## src/rtl/target_pkg.sv

```systemverilog
// Shared definitions for the target spawner: default LFSR seed/taps, FSM
// state encoding and the width helper for the retry counter.
package target_pkg;

  localparam logic [15:0] SEED_DEFAULT = 16'hACE1;
  localparam logic [15:0] TAPS_DEFAULT = 16'hB400;

  typedef enum logic {
    IDLE = 1'b0,
    DRAW = 1'b1
  } state_t;

  function automatic int clog2(input int value);
    int w;
    w = 0;
    for (int i = 0; i < 30; i++) begin
      if ((32'sd1 <<< i) < value) w = i + 1;
    end
    return w;
  endfunction

  // A single permitted try still needs a one-bit counter.
  function automatic int tries_w(input int max_tries);
    return (clog2(max_tries) < 1) ? 1 : clog2(max_tries);
  endfunction

endpackage

```

## src/rtl/target_spawner_lfsr.sv

```systemverilog
// Free-running Galois LFSR with a zero-safe parallel load (a zero load is
// replaced by SEED so the register can never lock up).
module lfsr_galois #(
  parameter int         W    = 16,
  parameter logic [W-1:0] TAPS = 16'hB400,
  parameter logic [W-1:0] SEED = 16'hACE1
) (
  input  logic         clk,
  input  logic         reset,
  input  logic         ena,
  input  logic         load,
  input  logic [W-1:0] load_val,
  output logic [W-1:0] q
);

  logic [W-1:0] lfsr_r;
  logic [W-1:0] step_s;

  // Next state of one Galois shift: feedback applied when the bit shifted out is 1.
  always_comb begin
    if (lfsr_r[0]) begin
      step_s = {1'b0, lfsr_r[W-1:1]} ^ TAPS;
    end else begin
      step_s = {1'b0, lfsr_r[W-1:1]};
    end
  end

  // LFSR register: reset beats load, load beats the enabled step.
  always_ff @(posedge clk) begin
    if (reset) begin
      lfsr_r <= SEED;
    end else if (load) begin
      lfsr_r <= (load_val == {W{1'b0}}) ? SEED : load_val;
    end else if (ena) begin
      lfsr_r <= step_s;
    end
  end

  assign q = lfsr_r;

endmodule

```

## src/rtl/target_spawner.sv

```systemverilog
// Pseudo-random target generator: rejection-samples LFSR draws into the
// rectangle [0..X_MAX] x [Y_MIN..Y_MAX]. Optional seed port: TARGET_SEED_LOAD_EN.
module target_spawner
  import target_pkg::*;
#(
  parameter int                LFSR_W    = 16,
  parameter logic [LFSR_W-1:0] TAPS      = TAPS_DEFAULT,
  parameter logic [LFSR_W-1:0] SEED      = SEED_DEFAULT,
  parameter int                X_W       = 5,
  parameter int                Y_W       = 5,
  parameter int                X_MAX     = 31,
  parameter int                Y_MIN     = 30,
  parameter int                Y_MAX     = 31,
  parameter int                MAX_TRIES = 8
) (
  input  logic           clk,
  input  logic           reset,
  input  logic           ena,
  input  logic           target_req,
  output logic [X_W-1:0] target_x,
  output logic [Y_W-1:0] target_y,
  output logic           target_valid,
  output logic           busy
`ifdef TARGET_SEED_LOAD_EN
  ,
  input  logic              seed_load,
  input  logic [LFSR_W-1:0] seed_value
`endif
);

  localparam int             TW       = tries_w(MAX_TRIES);
  localparam logic [X_W:0]   X_LIM    = (X_W+1)'(X_MAX);
  localparam logic [Y_W-1:0] Y_BASE   = Y_W'(Y_MIN);
  localparam logic [Y_W:0]   Y_SPAN   = (Y_W+1)'(Y_MAX - Y_MIN);
  localparam logic [TW-1:0]  LAST_TRY = TW'(MAX_TRIES - 1);

  state_t         state_r;
  logic [TW-1:0]  tries_r;
  logic [X_W-1:0] target_x_r;
  logic [Y_W-1:0] target_y_r;
  logic           target_valid_r;

  logic [LFSR_W-1:0] lfsr_s;
  logic [LFSR_W-1:0] seed_val_s;
  logic              seed_load_s;
  logic [X_W-1:0]    cx_s;
  logic [X_W-1:0]    fb_x_s;
  logic [Y_W-1:0]    cy_off_s;
  logic [Y_W:0]      cy_s;
  logic [Y_W:0]      fb_y_s;
  logic              x_ok_s;
  logic              y_ok_s;
  logic              same_s;
  logic              accept_s;
  logic              unused_s;

`ifdef TARGET_SEED_LOAD_EN
  assign seed_load_s = seed_load;
  assign seed_val_s  = seed_value;
`else
  assign seed_load_s = 1'b0;
  assign seed_val_s  = {LFSR_W{1'b0}};
`endif

  lfsr_galois #(
    .W   (LFSR_W),
    .TAPS(TAPS),
    .SEED(SEED)
  ) u_lfsr (
    .clk     (clk),
    .reset   (reset),
    .ena     (ena),
    .load    (seed_load_s),
    .load_val(seed_val_s),
    .q       (lfsr_s)
  );

  // Sampler: candidate fields, acceptance test and clamped fallback values.
  always_comb begin
    cx_s     = lfsr_s[X_W-1:0];
    cy_off_s = lfsr_s[X_W +: Y_W];
    cy_s     = {1'b0, Y_BASE} + {1'b0, cy_off_s};
    x_ok_s   = ({1'b0, cx_s} <= X_LIM);
    y_ok_s   = ({1'b0, cy_off_s} <= Y_SPAN);
    same_s   = (cx_s == target_x_r) && (cy_s == {1'b0, target_y_r});
    accept_s = x_ok_s && y_ok_s && !same_s;
    if (x_ok_s) begin
      fb_x_s = cx_s;
    end else begin
      fb_x_s = X_LIM[X_W-1:0];
    end
    if (y_ok_s) begin
      fb_y_s = cy_s;
    end else begin
      fb_y_s = {1'b0, Y_BASE} + Y_SPAN;
    end
  end

  // Upper LFSR bits and carry bits never reach a target field.
  assign unused_s = ^{lfsr_s, cy_s[Y_W], fb_y_s[Y_W]};

  // Request FSM and registered target outputs; ena low freezes everything but the strobe.
  always_ff @(posedge clk) begin
    if (reset) begin
      state_r        <= IDLE;
      tries_r        <= {TW{1'b0}};
      target_x_r     <= {X_W{1'b0}};
      target_y_r     <= Y_BASE;
      target_valid_r <= 1'b0;
    end else if (!ena) begin
      target_valid_r <= 1'b0;
    end else begin
      target_valid_r <= 1'b0;
      case (state_r)
        IDLE: begin
          if (target_req) begin
            state_r <= DRAW;
            tries_r <= {TW{1'b0}};
          end
        end
        DRAW: begin
          if (accept_s) begin
            target_x_r     <= cx_s;
            target_y_r     <= cy_s[Y_W-1:0];
            target_valid_r <= 1'b1;
            state_r        <= IDLE;
          end else if (tries_r != LAST_TRY) begin
            tries_r <= tries_r + TW'(1);
          end else begin
            // Out of retries: clamp the last draw into range, repeats allowed.
            target_x_r     <= fb_x_s;
            target_y_r     <= fb_y_s[Y_W-1:0];
            target_valid_r <= 1'b1;
            state_r        <= IDLE;
          end
        end
        default: begin
          state_r <= IDLE;
        end
      endcase
    end
  end

  assign target_x     = target_x_r;
  assign target_y     = target_y_r;
  assign target_valid = target_valid_r;
  assign busy         = (state_r == DRAW);

endmodule

```

## config.mk

```make
export PLATFORM = sky130hd
export DESIGN_NAME = target_spawner
export DESIGN_NICKNAME = d
export VERILOG_FILES = /design/src/rtl/target_pkg.sv /design/src/rtl/target_spawner_lfsr.sv /design/src/rtl/target_spawner.sv
export SDC_FILE = /design/constraint.sdc
export NUM_CORES = 1
export LEC_CHECK = 0
export CORE_AREA = 2 2 54 56
export CTS_CLUSTER_DIAMETER = 40
export DETAILED_ROUTE_END_ITERATION = 16
export DIE_AREA = 0 0 56 58
export GPL_TIMING_DRIVEN = 0
export PLACE_DENSITY = 0.88
export SYNTH_ARGS = -nofsm -noshare
export SYNTH_HDL_FRONTEND = slang
export SYNTH_SLANG_ARGS = --single-unit
export TNS_END_PERCENT = 5
```

## constraint.sdc

```tcl
create_clock -name clk -period 5.75 [get_ports clk]
set_input_delay 1.15 -clock clk [delete_from_list [all_inputs] [get_ports clk]]
set_output_delay 1.15 -clock clk [all_outputs]
set_load 0.05 [all_outputs]
```

==> results.cfg <==
[cells_and_area]
regArea_um2 = 621
postLayoutCoreUtil = 0.642
syn_to_final_growth_pct = 15.2
multi_input_area_um2 = 806
final_layout_size_suffix_gt1_frac = 0.119
antenna_cells = 0
fillCellCount = 205
layout.nets = 185

[yosys]
yosys-top-cells-area = dfxtp_1 (42%), mux2i_1 (10%), xnor2_1 (6.5%), nand2_1 (5.6%), ha_1 (3.4%)
yosysSeqAreaShare = 0.418
yosys.area_share.xor_xnor = 0.0767
synth_most_common_cell = dfxtp_1
synthDistinctLibCells = 35
async_reset_ff_frac = 0
synthesis.nets = 165
synth_mux_area_frac = 0.101
syn_area_per_cell_um2 = 9.46
synth_enable_flop_cells = 0
synthCells = 157
synth_top_family_by_area = simple AND/OR/NAND/NOR gates
synth_compound_area_frac = 0.152
synth_area_um2 = 1490
yosys.area.top_type = dfxtp_1
yosys_warnings = 0
synth_top_flop_cell = dfxtp_1
synthSimpleGateAreaFrac = 0.179
ys_ff_latch = 31
netlist.area_leader.share = 0.418
synthAdderAreaFrac = 0.0337
yosys-top-cells-count = dfxtp_1 (31), nand2_1 (22), mux2i_1 (15), nor2_1 (12), xnor2_1 (11)

[placed_design]
port_buffers = 13
dp_hpwl_um = 2260
place_congestion = 0.932

[detailed_routing]
drt_wl_total_um = 3160
drc_errors = 0
first_iter_violations = 47
wl_per_cell_um = 15.2
ant_nets = 0
drt_pass1_iterations = 4
vias = 1227
via_per_inst = 5.90

[critical_path]
end_kind = output pin
arrival_ps = 1630
crit_chain = clkdlybuf4s50_1
crit_type = reg -> out
crit_fanout = 7
cpPeakStageDelay_ps = 840
reg2regPathDepth = 7
reg2reg_from = u_lfsr.q[6]$_SDFFE_PP1P_
critPathBufInv = 1
critPathTopFamily = buffers and inverters
cp.depth = 1
cp-startpoint = busy$_SDFFE_PP0P_
startpoint_type = register
cp_data_required_time_ps = 4600
crit_slowest_cell = clkdlybuf4s50_1

[clocking]
tritoncts = built
cts_root_buf = clkbuf_4
cts_resized = 0
clk_path_buf_depth = 2
postCtsSetupBuffers = 0
insertion_delay_ps = 340
cts.sinks = 31
clk_pin_slew_ps = 100
cts_made_buffers = 5
cts_hold_buffers = 0
htree_num_levels = 2

[floorplanning]
initial_utilization = 0.558
die_w_um = 56
die-area_um2 = 3250
rows = 19
coreArea_um2 = 2660
io_pins = 16
die_h_um = 58

[global_route]
track_usage = 0.217
grt_max_degree = 11
first_global_vias = 1219
antenna_found_initial = 0
grt_pass1_wl_um = 5440
grt_overflow = 0

[hold_path]
hp-start = u_lfsr.q[10]$_SDFFE_PP1P_
min_path_cells = 2
hold_class = reg -> reg

[sta]
setup_viol = 0
hold_violations = 0
hold_slack_ps = 484
fin_setup_tns_ps = 0
worstMarginPinSlew_ps = 720
period_share = 0.483
grt_setup_unrepaired = false
min_period_ps = 2780
clock_skew_ps = 8.34
max_freq_ghz = 0.360
slew_violations = 0
slew_headroom = 0.520

[power]
ir_worst_vdd_mv = 0.235
power_density_nw_per_um2 = 241
power_leakage_nw = 0.642

[run_status]
status = finished, final reports clean

[job]
drv_cap = 0
-- kinds of logic after synthesis --
| logic type | after synthesis |
|---|---|
| flip-flops | 31 |
| XOR/XNOR | 13 |
| AO/OA/AOI/OAI | 29 |
| buffers and inverters | 15 |
| AND/OR/NAND/NOR | 50 |
| adder cells (fa/ha/maj) | 4 |
| multiplexers | 15 |
-- final timing paths --
| kind | slack, ps | end |
|---|---|---|
| min | 480 | u_lfsr.q[10]$_SDFFE_PP1P_ |
| min reg2reg | 480 | u_lfsr.q[10]$_SDFFE_PP1P_ |
| max reg2reg | 3390 | target_y[3]$_SDFFE_PP1P_ |
| max | 2970 | busy |
-- cell usage in the layout, fill, tap and decap left out, drive strengths merged, types with 3 or more instances in the layout --
cell           synthesis  routed
a21oi                  5       5
a31o                   3       3
buf                    3       3
clkbuf                 7      13
clkdlybuf4s50          0      13
dfxtp                 31      31
ha                     4       4
inv                    5       5
mux2i                 15      15
nand2                 22      22
nor2                  12      12
nor3                   5       5
nor4                   3       3
o211ai                 3       3
o21ai                  5       5
o311a                  3       3
xnor2                 11      11
-- routing by layer --
| layer | global-route usage | wire length [um] | vias up |
|---|---|---|---|
| met5 | 0 | 0 | - |
| li1 | - | - | 599 |
| met3 | 0.0759 | 166 | 6 |
| met2 | 0.341 | 1540 | 40 |
| met4 | 0.0816 | 42 | 0 |
| met1 | 0.277 | 1410 | 582 |
-- where the power goes --
part | leakage [nW] | switching [mW] | internal [mW]
combinational | 0.354 | 0.0295 | 0.0191
sequential | 0.254 | 0.00885 | 0.223
clock | 0.0341 | 0.0757 | 0.0566
-- through the flow --
| stage | total power, mW | std cells | area, um2 | setup slack, ps |
|---|---|---|---|---|
| final | 0.413 | 208 | 1710 | 2970 |
| after CTS | 0.414 | 208 | 1710 | 2980 |
| after detailed placement | 0.285 | 201 | 1650 | 3020 |
| after floorplan | 0.273 | 157 | 1490 | 3300 |
| after global routing | 0.429 | 208 | 1710 | 2930 |
| after global placement | 0.283 | 201 | 1650 | 3060 |
-- final cells by class --
type | count | area share
multi-input cells | 111 | 0.471
flip-flops and latches | 31 | 0.363
repair buffers | 13 | 0.0761
clock buffers | 6 | 0.0300
plain buffers | 10 | 0.0234
well taps | 31 | 0.0227
inverters | 5 | 0.0110
clock inverters | 1 | 0.00293
-- flip-flops by register name, summed over array words and instances (netlist names) --
register	cells
busy	1
target_valid	1
target_x	5
target_y	5
tries_r	3
u_lfsr.q	16
Power figures use the tool's default switching activity.
==> RTL change 1, RTL diff (same flow settings) <==
Put one more register stage on the output `target_x`, without a reset. The value now appears one clock later. The other outputs are not delayed to match.
--- a/src/rtl/target_spawner.sv
+++ b/src/rtl/target_spawner.sv
@@ -141,7 +141,9 @@
     end
   end
 
-  assign target_x     = target_x_r;
+  always_ff @(posedge clk) begin
+    target_x <= target_x_r;
+  end
   assign target_y     = target_y_r;
   assign target_valid = target_valid_r;
   assign busy         = (state_r == DRAW);
Check against the original RTL: not equivalent (Yosys sat finds a counterexample within 10 cycles, from zero or initial values and one cycle with reset high).
==> RTL change 1 against the unedited design <==
Design area is 1.5% higher. Power is 9.1% higher. Routed wire length is 9.6% lower. Setup slack worse by 0.055 ns. Count of clock-buffer cells in the layout stayed put. Sequential cell count is 5 higher. Area after synthesis hardly changed. Non-clock buffer count is 3 lower. Largest cell class is now sequential cells.
==> RTL change 1: results (changes against the unedited design) <==
| Metric | Value |
|---|---|
| Final wirelength | 2.86 mm (-9.6%) |
| Hold Crit Start | target_x_r[4]$_SDFFE_PP0P_ |
| Fillcell total | 210 (+2.4%) |
| Post-Synth Adder-Cell Area | 0.0337 (about the same) |
| Number of port buffers | 15 (+2) |
| Synth Area in XOR/XNOR | 0.0825 (+0.00583) |
| Most common library cells after synthesis | 36 x dfxtp_1, 15 x nor2_1, 12 x nand2_1, 11 x mux2i_1 |
| DR WL met2 | 1.37 mm (-11%) |
| Hold Path Stages | 0 (-2) |
| Status | completed |
| Vias in the first global route | 1,121 (-8.0%) |
| Synth Area in Compound Gates | 0.138 (-0.0144) |
| Seq power | 0.267 mW (+15%) |
| Met1 Track Usage GR | 0.207 (-0.0697) |
| Global-route wire length before repair | 4.77 mm (-12%) |
| DR WL met3 | 118 µm (-29%) |
| Nets in the synthesized netlist | 156 (-5.5%) |
| Worst hold slack | 0.387 ns (-0.0974 ns) |
| Worst-path fanout max | 9 (+2) |
| Final worst clock skew | 0.00528 ns (-0.00306 ns) |
| Sequential-to-total area share from yosys stat | 0.485 (+0.0670) |
| Switch share | 0.256 (-0.0198) |
| Worst reg2reg setup slack | 3.28 ns (-0.11 ns) |
| Comb group | 0.0450 mW (-7.4%) |
| GRT Total Usage | 0.193 (-0.0233) |
| Fin crit share | 0.492 (+0.00958) |
| DRT iter0 DRCs | 26 (-45%) |
| Worst vdd ir | 0.214 mV (-9.0%) |
| Hold Crit Endpoint | target_x[4]$_DFF_P_ |
| Synth Instances | 148 (-5.7%) |
| Relative slew slack | 0.572 (+0.0526) |
| Met3 GRT Util | 0.0536 (-0.0223) |
| Nets | 178 (-3.8%) |
| Worst slack at placement | 3.05 ns (+0.0347 ns) |
| Wire length on met1 | 1.26 mm (-11%) |
## RTL change 1: cell types whose count changed after synthesis, moves of 3 or more
| cell | before | now |
|---|---|---|
| a22o_1 | 0 | 6 |
| nand4_1 | 2 | 5 |
| a31o_2 | 3 | 0 |
| inv_1 | 5 | 9 |
| nand2_1 | 22 | 12 |
| a21oi_1 | 5 | 1 |
| mux2i_1 | 15 | 11 |
| dfxtp_1 | 31 | 36 |
| nor2_1 | 12 | 15 |
| nor3_1 | 3 | 0 |
| xor2_1 | 2 | 5 |
| clkbuf_1 | 7 | 2 |
| o311a_2 | 3 | 0 |
## RTL change 1: area by class of cell
cell class                 count  area, µm²  share of cell area
multi-input combinational     98        712               0.410
clock inverter                 2       10.0             0.00576
sequential                    36        721               0.415
buffer                         5       20.0              0.0115
inverter                       9       33.8              0.0195
tap                           31       38.8              0.0223
timing repair buffer          15        150              0.0865
clock buffer                   6       51.3              0.0295
==> RTL change 2, RTL diff (same flow settings) <==
Made on the original files. Build with the macro `TARGET_SEED_LOAD_EN` defined.
--- a/src/rtl/target_spawner.sv
+++ b/src/rtl/target_spawner.sv
@@ -1,5 +1,7 @@
 // Pseudo-random target generator: rejection-samples LFSR draws into the
 // rectangle [0..X_MAX] x [Y_MIN..Y_MAX]. Optional seed port: TARGET_SEED_LOAD_EN.
+`define TARGET_SEED_LOAD_EN
+
 module target_spawner
   import target_pkg::*;
 #(
Ports: changed (added seed_load and seed_value); port bits go from 16 to 33. No check against the original RTL was run, so the function may have changed too.
==> RTL change 2 against the unedited design <==
Final cell count is 26% higher. Setup slack improved by 0.021 ns. Area after synthesis grew 11%. First-iteration DRC count up 98%. Routed wire length rose by 36%. Combinational power is 57% higher. Sequential cell count did not move. Design area up 20%. Power grew 11%. Critical path type unchanged.
==> RTL change 2: results (changes against the unedited design) <==
| Metric | Value |
|---|---|
| Worst slew pin tran | 0.642 ns (-0.0787 ns) |
| Vias per inst | 6.20 (+5.1%) |
| Worst Setup SP | busy$_SDFFE_PP0P_ |
| DRT iter0 DRCs | 93 (+98%) |
| Hold Path Stages | 1 (-1) |
| Worst reg2reg setup slack | 3.44 ns (+0.05 ns) |
| LEAKAGE | 0.776 nW (+21%) |
| Vias in the first global route | 1,538 (+26%) |
| Number of port buffers | 30 (+17) |
| RR Startpoint | u_lfsr.q[6]$_SDFFE_PP1P_ |
| Sequential-to-total area share from yosys stat | 0.376 (-0.0421) |
| R2R Path End | tries_r[0]$_SDFFE_PP0P_ |
| Placed insts | 254 (+26%) |
| Status | completed |
| GRT Total Usage | 0.288 (+0.0718) |
| Synth Instances | 193 (+23%) |
| Final worst clock skew | 0.00736 ns (-0.000982 ns) |
| Worst-path fanout max | 6 (-1) |
| Post-Synth Adder-Cell Area | 0.0303 (-0.00340) |
| Post-DR wirelength/cell | 16.4 µm (+7.8%) |
| Global-route wire length before repair | 7.09 mm (+30%) |
| Worst hold slack | 0.508 ns (+0.0241 ns) |
| Routability Congestion | 0.872 (-6.5%) |
| Multiplexer share of the synthesized area | 0.0879 (-0.0132) |
| Nets | 255 (+38%) |
| H-Tree Depth | 2 (unchanged) |
| HPWL Detailed | 3.09 mm (+37%) |
| Synth Area in XOR/XNOR | 0.0689 (-0.00772) |
| Top post-synthesis cells by area | dfxtp_1 38%, mux2i_1 6.1%, a21oi_1 5.5% |
| Cell count of the worst reg-to-reg path | 7 (unchanged) |
| Synth Area in Compound Gates | 0.164 (+0.0119) |
| Max FFs per register | 16 (unchanged) |
| Placed instance area | 1990 µm² (+20%) |
| Most common library cells after synthesis | 31 x dfxtp_1, 24 x nor2_1, 18 x a21oi_1, 15 x nand2_1, 11 x clkbuf_1 |
| Layout cells sized above 1 | 0.0866 (-0.0321) |
| Critical Path AT | 1.61 ns (-0.02 ns) |
RTL change 2: layer usage:
metal / routed length [µm] / global-route usage / vias up
met2: 2090 / 0.457 / 71
li1: - / - / 778
met3: 296 / 0.0580 / 14
met5: 0 / 0 / -
met1: 1800 / 0.374 / 761
met4: 97 / 0.156 / 0
RTL change 2: worst min path at each step:
stage,from,to,slack (ns)
finish,tries_r[1]$_SDFFE_PP0P_,tries_r[1]$_SDFFE_PP0P_,0.51
global route,tries_r[1]$_SDFFE_PP0P_,tries_r[1]$_SDFFE_PP0P_,0.54
CTS,target_x[1]$_SDFFE_PP0P_,target_x[1]$_SDFFE_PP0P_,0.51
detailed placement,tries_r[1]$_SDFFE_PP0P_,tries_r[1]$_SDFFE_PP0P_,0.48
global placement,tries_r[1]$_SDFFE_PP0P_,tries_r[1]$_SDFFE_PP0P_,0.47
floorplan,tries_r[1]$_SDFFE_PP0P_,tries_r[1]$_SDFFE_PP0P_,0.45
RTL change 2: logic make-up after synthesis:
logic type | Yosys count
buffers and inverters | 19
adder cells (fa/ha/maj) | 4
multiplexers | 14
XOR/XNOR | 13
flip-flops | 31
AND/OR/NAND/NOR | 69
AO/OA/AOI/OAI | 43
RTL change 2: layout make-up:
type	count	area, µm²
inverter	4	15.0
timing repair buffer	30	300
fill	196	603
clock buffer	8	68.8
sequential	31	621
multi-input combinational	143	955
tap	31	38.8
buffer	15	61.3
RTL change 2: through the flow:
stage,setup slack (ns),utilization
5_1_grt,2.95,0.773
2_1_floorplan,3.41,-
3_3_place_gp,3.10,0.748
3_5_place_dp,3.06,0.748
6_report,2.99,0.773
4_1_cts,2.97,0.773
RTL change 2: power by group through the flow:
stage	Sequential, mW	Clock (mW)	Combinational [mW]
floorplan	0.236	0	0.0460
finish	0.231	0.151	0.0765
global placement	0.235	0	0.0721
global route	0.232	0.157	0.0830
CTS	0.231	0.153	0.0753
detailed placement	0.236	0	0.0747
RTL change 2: worst reg2reg max path, stage by stage (launching register included):
cell and delay, ns:
dfxtp_1 0.38, inv_1 0.13, ha_1 0.19, or3b_4 0.41, nor4_4 0.30, nand4_2 0.27, a211oi_2 0.37, mux2_2 0.22
